<file path="src/rtl/melody_seq_if.sv">
// Note ROM bus between melody_seq (master) and a registered note ROM (slave).
// Entry layout on rom_data: {last, dur, div}.
interface melody_seq_if #(
    parameter int ADDR_W = 7,
    parameter int DUR_W  = 3,
    parameter int DIV_W  = 17
);
    logic [ADDR_W-1:0]      rom_addr;
    logic [DUR_W+DIV_W:0]   rom_data;

    modport master (output rom_addr, input rom_data);
    modport slave  (input rom_addr, output rom_data);
endinterface

</file>
<file path="src/rtl/melody_seq.sv">
// Table-driven melody sequencer: walks a registered note ROM and drives a tone divider/enable.
// Optional macro MELODY_SEQ_GAP_EN silences the final tick of every note.
module melody_seq #(
    parameter int DIV_W    = 17,
    parameter int ADDR_W   = 7,
    parameter int DUR_W    = 3,
    parameter int TPU_LOG2 = 3
) (
    input  logic             clk,
    input  logic             reset,
    input  logic             tempo,
    input  logic             start,
    input  logic             stop,
    input  logic             loop,
    melody_seq_if.master     rom,
    output logic [DIV_W-1:0] div,
    output logic             enable,
    output logic             busy,
    output logic             done
);
    localparam int REM_W = DUR_W + TPU_LOG2 + 1;
    localparam logic [REM_W-1:0] REM_ONE = REM_W'(1);

    typedef enum logic [1:0] {
        ST_IDLE,
        ST_FETCH,
        ST_LOAD,
        ST_PLAY
    } state_t;

    state_t            state_reg, state_next;
    logic [ADDR_W-1:0] addr_reg, addr_next;
    logic [DIV_W-1:0]  div_reg, div_next;
    logic [REM_W-1:0]  remain_reg, remain_next;
    logic              last_reg, last_next;
    logic              pend_reg, pend_next;
    logic              enable_reg, enable_next;
    logic              done_reg, done_next;

    // [0] metastability flop, [1] synchronised tempo, [2] previous synchronised value
    logic [2:0]        tempo_pipe_reg;
    logic              tick_reg;

    logic              rom_last;
    logic [DUR_W-1:0]  rom_dur;
    logic [DIV_W-1:0]  rom_div;
    logic [REM_W-1:0]  note_len;
    logic              step;
    logic              gap_ok;

    assign {rom_last, rom_dur, rom_div} = rom.rom_data;
    assign note_len = ({{(TPU_LOG2 + 1){1'b0}}, rom_dur} + REM_ONE) << TPU_LOG2;
    assign step     = tick_reg | pend_reg;

`ifdef MELODY_SEQ_GAP_EN
    assign gap_ok = (remain_reg != REM_ONE);
`else
    assign gap_ok = 1'b1;
`endif

    always_ff @(posedge clk) begin
        if (reset) begin
            tempo_pipe_reg <= '0;
            tick_reg       <= 1'b0;
        end else begin
            tempo_pipe_reg <= {tempo_pipe_reg[1:0], tempo};
            tick_reg       <= tempo_pipe_reg[1] & ~tempo_pipe_reg[2];
        end
    end

    always_ff @(posedge clk) begin
        if (reset) begin
            state_reg  <= ST_IDLE;
            addr_reg   <= '0;
            div_reg    <= '0;
            remain_reg <= '0;
            last_reg   <= 1'b0;
            pend_reg   <= 1'b0;
            enable_reg <= 1'b0;
            done_reg   <= 1'b0;
        end else begin
            state_reg  <= state_next;
            addr_reg   <= addr_next;
            div_reg    <= div_next;
            remain_reg <= remain_next;
            last_reg   <= last_next;
            pend_reg   <= pend_next;
            enable_reg <= enable_next;
            done_reg   <= done_next;
        end
    end

    always_comb begin
        state_next  = state_reg;
        addr_next   = addr_reg;
        div_next    = div_reg;
        remain_next = remain_reg;
        last_next   = last_reg;
        pend_next   = pend_reg;
        enable_next = enable_reg;
        done_next   = 1'b0;

        if (stop) begin
            state_next  = ST_IDLE;
            div_next    = '0;
            enable_next = 1'b0;
            pend_next   = 1'b0;
        end else begin
            case (state_reg)
                ST_IDLE: begin
                    enable_next = 1'b0;
                    pend_next   = 1'b0;
                    if (start) begin
                        addr_next  = '0;
                        state_next = ST_FETCH;
                    end
                end
                ST_FETCH: begin
                    pend_next  = pend_reg | tick_reg;
                    state_next = ST_LOAD;
                end
                ST_LOAD: begin
                    pend_next   = pend_reg | tick_reg;
                    div_next    = rom_div;
                    last_next   = rom_last;
                    remain_next = note_len;
                    state_next  = ST_PLAY;
                end
                ST_PLAY: begin
                    pend_next   = 1'b0;
                    enable_next = (div_reg != '0) && gap_ok;
                    if (step) begin
                        if (remain_reg == REM_ONE) begin
                            if (!last_reg) begin
                                addr_next  = addr_reg + 1'b1;
                                state_next = ST_FETCH;
                            end else if (loop) begin
                                addr_next  = '0;
                                state_next = ST_FETCH;
                            end else begin
                                state_next  = ST_IDLE;
                                div_next    = '0;
                                enable_next = 1'b0;
                                done_next   = 1'b1;
                            end
                        end else begin
                            remain_next = remain_reg - REM_ONE;
                        end
                    end
                end
                default: state_next = ST_IDLE;
            endcase
        end
    end

    assign rom.rom_addr = addr_reg;
    assign div          = div_reg;
    assign enable       = enable_reg;
    assign busy         = (state_reg != ST_IDLE);
    assign done         = done_reg;

endmodule

</file>
<file path="src/flat_wrapper.sv">
// flat-port wrapper written by rule: the top's interface ports become plain ports
module melody_seq_flat 
#(
    parameter int DIV_W    = 17,
    parameter int ADDR_W   = 7,
    parameter int DUR_W    = 3,
    parameter int TPU_LOG2 = 3
)
  (clk, reset, tempo, start, stop, loop, div, enable, busy, done, rom_rom_addr, rom_rom_data);
  melody_seq_if #(.ADDR_W(ADDR_W), .DUR_W(DUR_W), .DIV_W(DIV_W)) rom_i ();
  input  logic clk;
  input  logic reset;
  input  logic tempo;
  input  logic start;
  input  logic stop;
  input  logic loop;
  output logic [DIV_W-1:0] div;
  output logic enable;
  output logic busy;
  output logic done;
  output wire logic [$bits(rom_i.rom_addr)-1:0] rom_rom_addr;
  input wire logic [$bits(rom_i.rom_data)-1:0] rom_rom_data;
  assign rom_rom_addr = rom_i.rom_addr;
  assign rom_i.rom_data = rom_rom_data;
  melody_seq #(.DIV_W(DIV_W), .ADDR_W(ADDR_W), .DUR_W(DUR_W), .TPU_LOG2(TPU_LOG2)) u_core (.clk(clk), .reset(reset), .tempo(tempo), .start(start), .stop(stop), .loop(loop), .rom(rom_i), .div(div), .enable(enable), .busy(busy), .done(done));
endmodule
</file>
<file path="config.mk">
export PLATFORM = sky130hd
export DESIGN_NAME = melody_seq_flat
export DESIGN_NICKNAME = d
export VERILOG_FILES = /design/src/rtl/melody_seq_if.sv /design/src/rtl/melody_seq.sv /design/src/flat_wrapper.sv
export SDC_FILE = /design/constraint.sdc
export NUM_CORES = 1
export LEC_CHECK = 0
export ABC_AREA = 1
export BUFFER_PORTS_ARGS = -buffer_cell sky130_fd_sc_hd__buf_2
export CAP_MARGIN = 0
export CORE_UTILIZATION = 25
export CTS_CLUSTER_DIAMETER = 80
export DETAILED_ROUTE_END_ITERATION = 7
export PLACE_DENSITY = 0.48
export RECOVER_POWER = 100
export SLEW_MARGIN = 25
export SYNTH_ARGS = -nofsm -noshare
export SYNTH_HDL_FRONTEND = slang
export SYNTH_SLANG_ARGS = --single-unit
</file>
<file path="constraint.sdc">
create_clock -name clk -period 3.2 [get_ports clk]
set_input_delay 0.16 -clock clk [delete_from_list [all_inputs] [get_ports clk]]
set_output_delay 0.16 -clock clk [all_outputs]
set_load 0.01 [all_outputs]
</file>
After elaboration in Yosys (flattened, before gate mapping):

Cells that the tools add are included.

* bits in registers: 41
* latch bits: 0
* bits in writable memories: 0
* bits in read-only memories: 0
* input port bits: 27
* output and inout bits: 27
* logic and storage cells: 73
* memories kept: 0

* add/subtract/negate cells: 3
* multiply operators: 0
* divide/modulo/power cells: 0
* magnitude comparators: 0
* eq/ne operators: 11
* shifts and indexed selects: 0
* multiplexer cells: 27
* bitwise logic cells: 8
* reductions and logical operators: 14

Operators with widths (number)
* 17-bit 2-to-1 mux: 4
* 7-bit 2-to-1 mux: 7
* 17-bit case mux with 2 select lines: 1
* 7-bit case mux with 2 select lines: 2
* 17-bit nonzero test: 1
* 2-bit 2-to-1 mux: 4
* 2-bit case mux with 4 select lines: 1
* 7-bit by 1-bit adder with 7-bit output, second input constant: 1
* 7-bit by 1-bit == test with 1-bit output, second input constant: 1
* 7-bit by 1-bit subtractor with 7-bit output, second input constant: 1
* 1-bit 2-to-1 mux: 6
* 2-bit by 1-bit != test with 1-bit output, second input constant: 3
* 2-bit != test, second input constant: 3
* 1-bit inverter: 6
* 6-bit AND reduction: 1
* 2-bit nonzero test: 3
* 2-bit OR reduction: 3
* 6-bit OR reduction: 1
* 5-bit AND reduction: 1
* 3-bit by 1-bit adder with 4-bit output, second input constant: 1
* 2-bit == test, second input constant: 2
* 1-bit case mux with 2 select lines: 2
* 4-bit AND reduction: 1
* 3-bit != test, second input constant: 1
* other kinds (6): 6

Longest topological paths before layout:

* word-level depth: 6
* depth in mapped cells: 11
* gate-level depth less buffers: 11

Worst setup path before layout:

OpenSTA, ideal clock, no wires.

* path type: register to register
* from: register u_core.state_reg[0]
* to: register u_core.addr_reg[1] (netlist: u_core.rom.rom_addr[1])
* setup time: 0.129 ns
* data arrival time: 1.387 ns
* required time: 3.071 ns
* setup slack: 1.684 ns
* stages on the path, launching flop included: 11
* buffers on the path: 0
* clock period less this slack: 1.516 ns
* cell sequence: dfxtp_1 inv_1 ha_1 inv_1 nand2_1 nor2_4 inv_2 nor2_8 nand2_1 nand2_1 nor2_1

* cells in the longest elaborated chain, start to end: 3
* elaborated cells between the ends (all ways): 9
* those cells by class: eq/ne (5); mux (1); reduce/logical (3)

Ends and longest elaborated chain
* start: declaration: RTL line melody_seq.sv:31 `state_t state_reg, state_next;`
* start signal: assignment: RTL line melody_seq.sv:82 `state_reg <= state_next;`
* 2-bit == test or 2-bit zero test (tied branches): RTL line melody_seq.sv:109 `case (state_reg)`
* 3-bit != test (no line) (tied with other cells)
* 6-bit AND reduction (no line)
* end signal: assignment: RTL line melody_seq.sv:83 `addr_reg <= addr_next;`
* end: declaration: RTL line melody_seq.sv:32 `logic [ADDR_W-1:0] addr_reg, addr_next;`

Parallel ways exist; a longest one is shown, timed or not.
A chain may end at the register's enable or synchronous reset.

Worst setup path after layout:

* from: register u_core.state_reg[1]
* to: register u_core.div_reg[8] (netlist: u_core.div[8])

* cells in the longest elaborated chain, start to end: 3
* elaborated cells between the ends (all ways): 9
* those cells by class: eq/ne (6); mux (1); reduce/logical (2)

Ends and longest elaborated chain
* 2-bit == test: RTL line melody_seq.sv:109
* 2-bit by 1-bit != test with 1-bit output (no line) (tied with other cells)
* 5-bit AND reduction (no line)
* end signal: assignment: RTL line melody_seq.sv:84 `div_reg <= div_next;`
* end: declaration: RTL line melody_seq.sv:33 `logic [DIV_W-1:0] div_reg, div_next;`

Parallel ways exist; a longest one is shown, timed or not.

==> metrics.md <==
| Metric | Value |
|---|---|
| Outcome | `finished clean` |
| Post-DP Area | `0.002426 mm2` |
| Most common cell in the netlist | `nand2_1` |
| Synthesized Nets | `321` |
| Sequential-to-total area share from yosys stat | `39.61%` |
| CTS resizes | `0` |
| Worst-case clock buffer depth | `2` |
| Layout cells sized above 1 | `13.78%` |
| Die Ht | `93.04 um` |
| Overflow after GRT | `0` |
| Num rows | `32` |
| Worst Clk Skew | `0.01048 ns` |
| Worst hold endpoint | `u_core.tempo_pipe_reg[0]$_SDFF_PP0_` |
| Die footprint | `0.008656 mm2` |
| Final instance area | `0.002449 mm2` |
| Largest net degree at the start of global routing | `21` |
| Synth Area in Compound Gates | `9.420%` |
| Final TNS setup | `0 ns` |
| Startpoint Class | `flop` |
| Ant diodes | `0` |
| CP Capture Type | `flop` |
| I/O pin count | `54` |
| Detail Route Antenna Nets | `0` |
| Number of antenna violations at the first check in global routing | `0` |
| Critical path class | `flop to flop` |
| FILL cells | `904` |
| WHS Path Cells | `3` |
| Horiz. Die Dim | `93.04 um` |
| Max reg flops | `17` |
| Root buffer cell | `clkbuf_8` |
| Post-Synth XOR/XNOR Area | `0.8454%` |
| Clock Sinks | `41` |
| DP Worst Slack | `1.287 ns` |
| Number of flops mapped to enable cells by yosys | `0` |
| Core Footprint | `0.007888 mm2` |
| Vias | `1,933` |
| Hold_buf cts | `0` |
| Nets | `375` |
| Leading area contributor after synthesis | `dfxtp_1` |
| Syn avg cell area | `7.245 um2` |
| RSZ-0062 raised after global routing | `no` |
| Fin crit period | `2.067 ns` |
| Top cells by count, synth | `78 x nand2_1, 41 x dfxtp_1, 38 x nor2_1, 32 x a21oi_1, 23 x inv_1` |
| Reg2reg start | `u_core.state_reg[1]$_SDFFE_PP0P_` |
| Mux contribution to synthesized area | `0%` |
| Core Util, Final | `31.04%` |
| I/O Buffers | `53` |
| Starting Density | `26.27%` |
| Leakage | `1.011 nW` |
| Critical path arrival | `2.22 ns` |
| Primary FF master, synth | `dfxtp_1` |
| Final setup fails | `0` |
| Vias in the first global route | `1,778` |
| Synth-to-Final Area Change | `18.18%` |
| Post-synthesis cell type count | `28` |
| Crit-path max FO | `17` |
| WP data required | `3.35 ns` |
| Num CTS Buffers | `5` |
| Gpl congestion | `0.7724` |
| Slew Viols, Final | `0` |
| Peak VDD IR | `0.2080 mV` |
| Post-Synth Simple-Gate Area | `38.29%` |
| Hold Violations, Final | `0` |
| HPWL Detailed | `3851 um` |
| Global Route Usage Sum | `12.56%` |
| DRT Pass-1 Iters | `4` |
| Worst min-delay path startpoint | `tempo` |
| Tcrit/Tclk final | `64.60%` |
| Capturing point of the worst reg2reg path | `u_core.div[8]$_SDFFE_PP0P_` |
| Synth Register Bits | `41` |
| Vias per cell | `4.363` |
| Post-Synthesis Cells | `286` |
| Synth warn | `0` |
| Max cap viols | `0` |
| Top-area cell type share of the netlist area | `39.61%` |
| Mapped Area | `0.002072 mm2` |
| FF-to-FF path depth | `7` |
| Postcts setup bufs | `0` |
| Drt total wl | `5198 um` |
| Worst slew margin | `56.89%` |
| H-tree depth | `2` |
| Hold/Removal Path Class | `input port to flop` |
| DR WL/cell | `11.73 um` |
| Largest cells by area after synthesis | `dfxtp_1 40%, nand2_1 14%, a21oi_1 7.7%, nor2_1 6.9%, ha_1 4.8%` |
| R2R Setup Slk | `1.13 ns` |
| Pwr/cell area | `479.2 mW/mm2` |
| Post-synthesis adder-cell area fraction | `4.831%` |
| Async SR Flop Fraction | `0%` |
| Tightest Pin Transition | `0.6459 ns` |
| First-pass GRT wire length | `8535 um` |
| Fmax | `483.7 MHz` |
| CTS tree | `done` |
| Iteration-0 DRC Markers | `77` |
| Final WS setup | `1.133 ns` |
| Drc violations | `0` |
| Largest family of logic cells by synthesized area | `simple AND/OR/NAND/NOR gates` |
| Clock slew at reported path FFs | `0.08 ns` |
| Skew-Pair Late Insertion Delay | `0.30 ns` |
## metal layers
| metal | vias to the layer above | track usage (%) | routed length [um] | part of all wire [%] |
|---|---|---|---|---|
| met1 | 879 | 16.61 | 2569 | 49 |
| met3 | 6 | 3.089 | 148 | 2.8 |
| met2 | 30 | 19.91 | 2406 | 46 |
| li1 | 1018 | - | - | - |
| met4 | 0 | 4.231 | 73 | 1.4 |
| met5 | - | 0 | 0 | 0 |
## report_power, final
part	total (mW)	switching, mW	internal, mW
Sequential	0.531	0.00986	0.521
Combinational	0.134	0.0864	0.0477
Clock	0.508	0.194	0.314
Total	1.17	0.290	0.883
## kinds of logic after synthesis
kind of cell | after synthesis
and+or+nand+nor | 163
buffers and inverters | 33
DFF | 41
xor gates and xnor gates | 2
AOI/OAI and AO/OA | 39
adders and majority gates | 8
## worst max-delay path, stage by stage, from the launching register on
cell	delay (ns)
dfxtp_1	0.39
ha_1	0.50
nand3_1	0.15
or2_0	0.26
nand2_2	0.07
nand2_1	0.32
nand2_1	0.17
a21oi_1	0.07
## placed cells by master (no fill, tap or decap), types with 3 or more instances in the layout
cell type,n
inv_2,3
nand3_1,15
o21ai_0,7
buf_2,25
inv_1,23
a21oi_1,32
clkbuf_8,5
dfxtp_1,41
nor2_2,3
nand4_1,6
nand2_1,82
ha_1,8
nand2_4,3
nor3_1,6
nor2_1,39
clkbuf_1,28
## stage by stage
step                      hold slack (ns)  power (mW)  cells
after floorplan                    0.2670      0.6461    286
after global placement             0.3668      0.6928    435
after detailed placement           0.3806      0.6928    435
after CTS                         0.04769       1.208    443
after global routing              0.06800       1.234    443
final                             0.05822       1.173    443
## layout make-up
class / instances / area (um2) / share of cell area, %
clock inverters: 3 / 68.82 / 2.810
inverters: 27 / 106.4 / 4.343
multi-input cells: 212 / 1026 / 41.90
clock buffers: 5 / 68.82 / 2.810
flip-flops and latches: 41 / 820.8 / 33.52
well taps: 102 / 127.6 / 5.212
repair buffers: 53 / 230.2 / 9.402
## worst max path at each step
stage | from | endpoint | slack, ns
2_1_floorplan | u_core.state_reg[0]$_SDFFE_PP0P_ | u_core.rom.rom_addr[1]$_SDFFE_PP0P_ | 1.68
3_3_place_gp | u_core.state_reg[1]$_SDFFE_PP0P_ | u_core.div[10]$_SDFFE_PP0P_ | 1.31
3_5_place_dp | u_core.state_reg[1]$_SDFFE_PP0P_ | u_core.div[4]$_SDFFE_PP0P_ | 1.29
4_1_cts | u_core.state_reg[1]$_SDFFE_PP0P_ | u_core.div[13]$_SDFFE_PP0P_ | 1.28
5_1_grt | u_core.state_reg[1]$_SDFFE_PP0P_ | u_core.div[15]$_SDFFE_PP0P_ | 0.90
6_report | u_core.state_reg[1]$_SDFFE_PP0P_ | u_core.div[8]$_SDFFE_PP0P_ | 1.13
No activity file was read; power rests on OpenSTA's default activity.
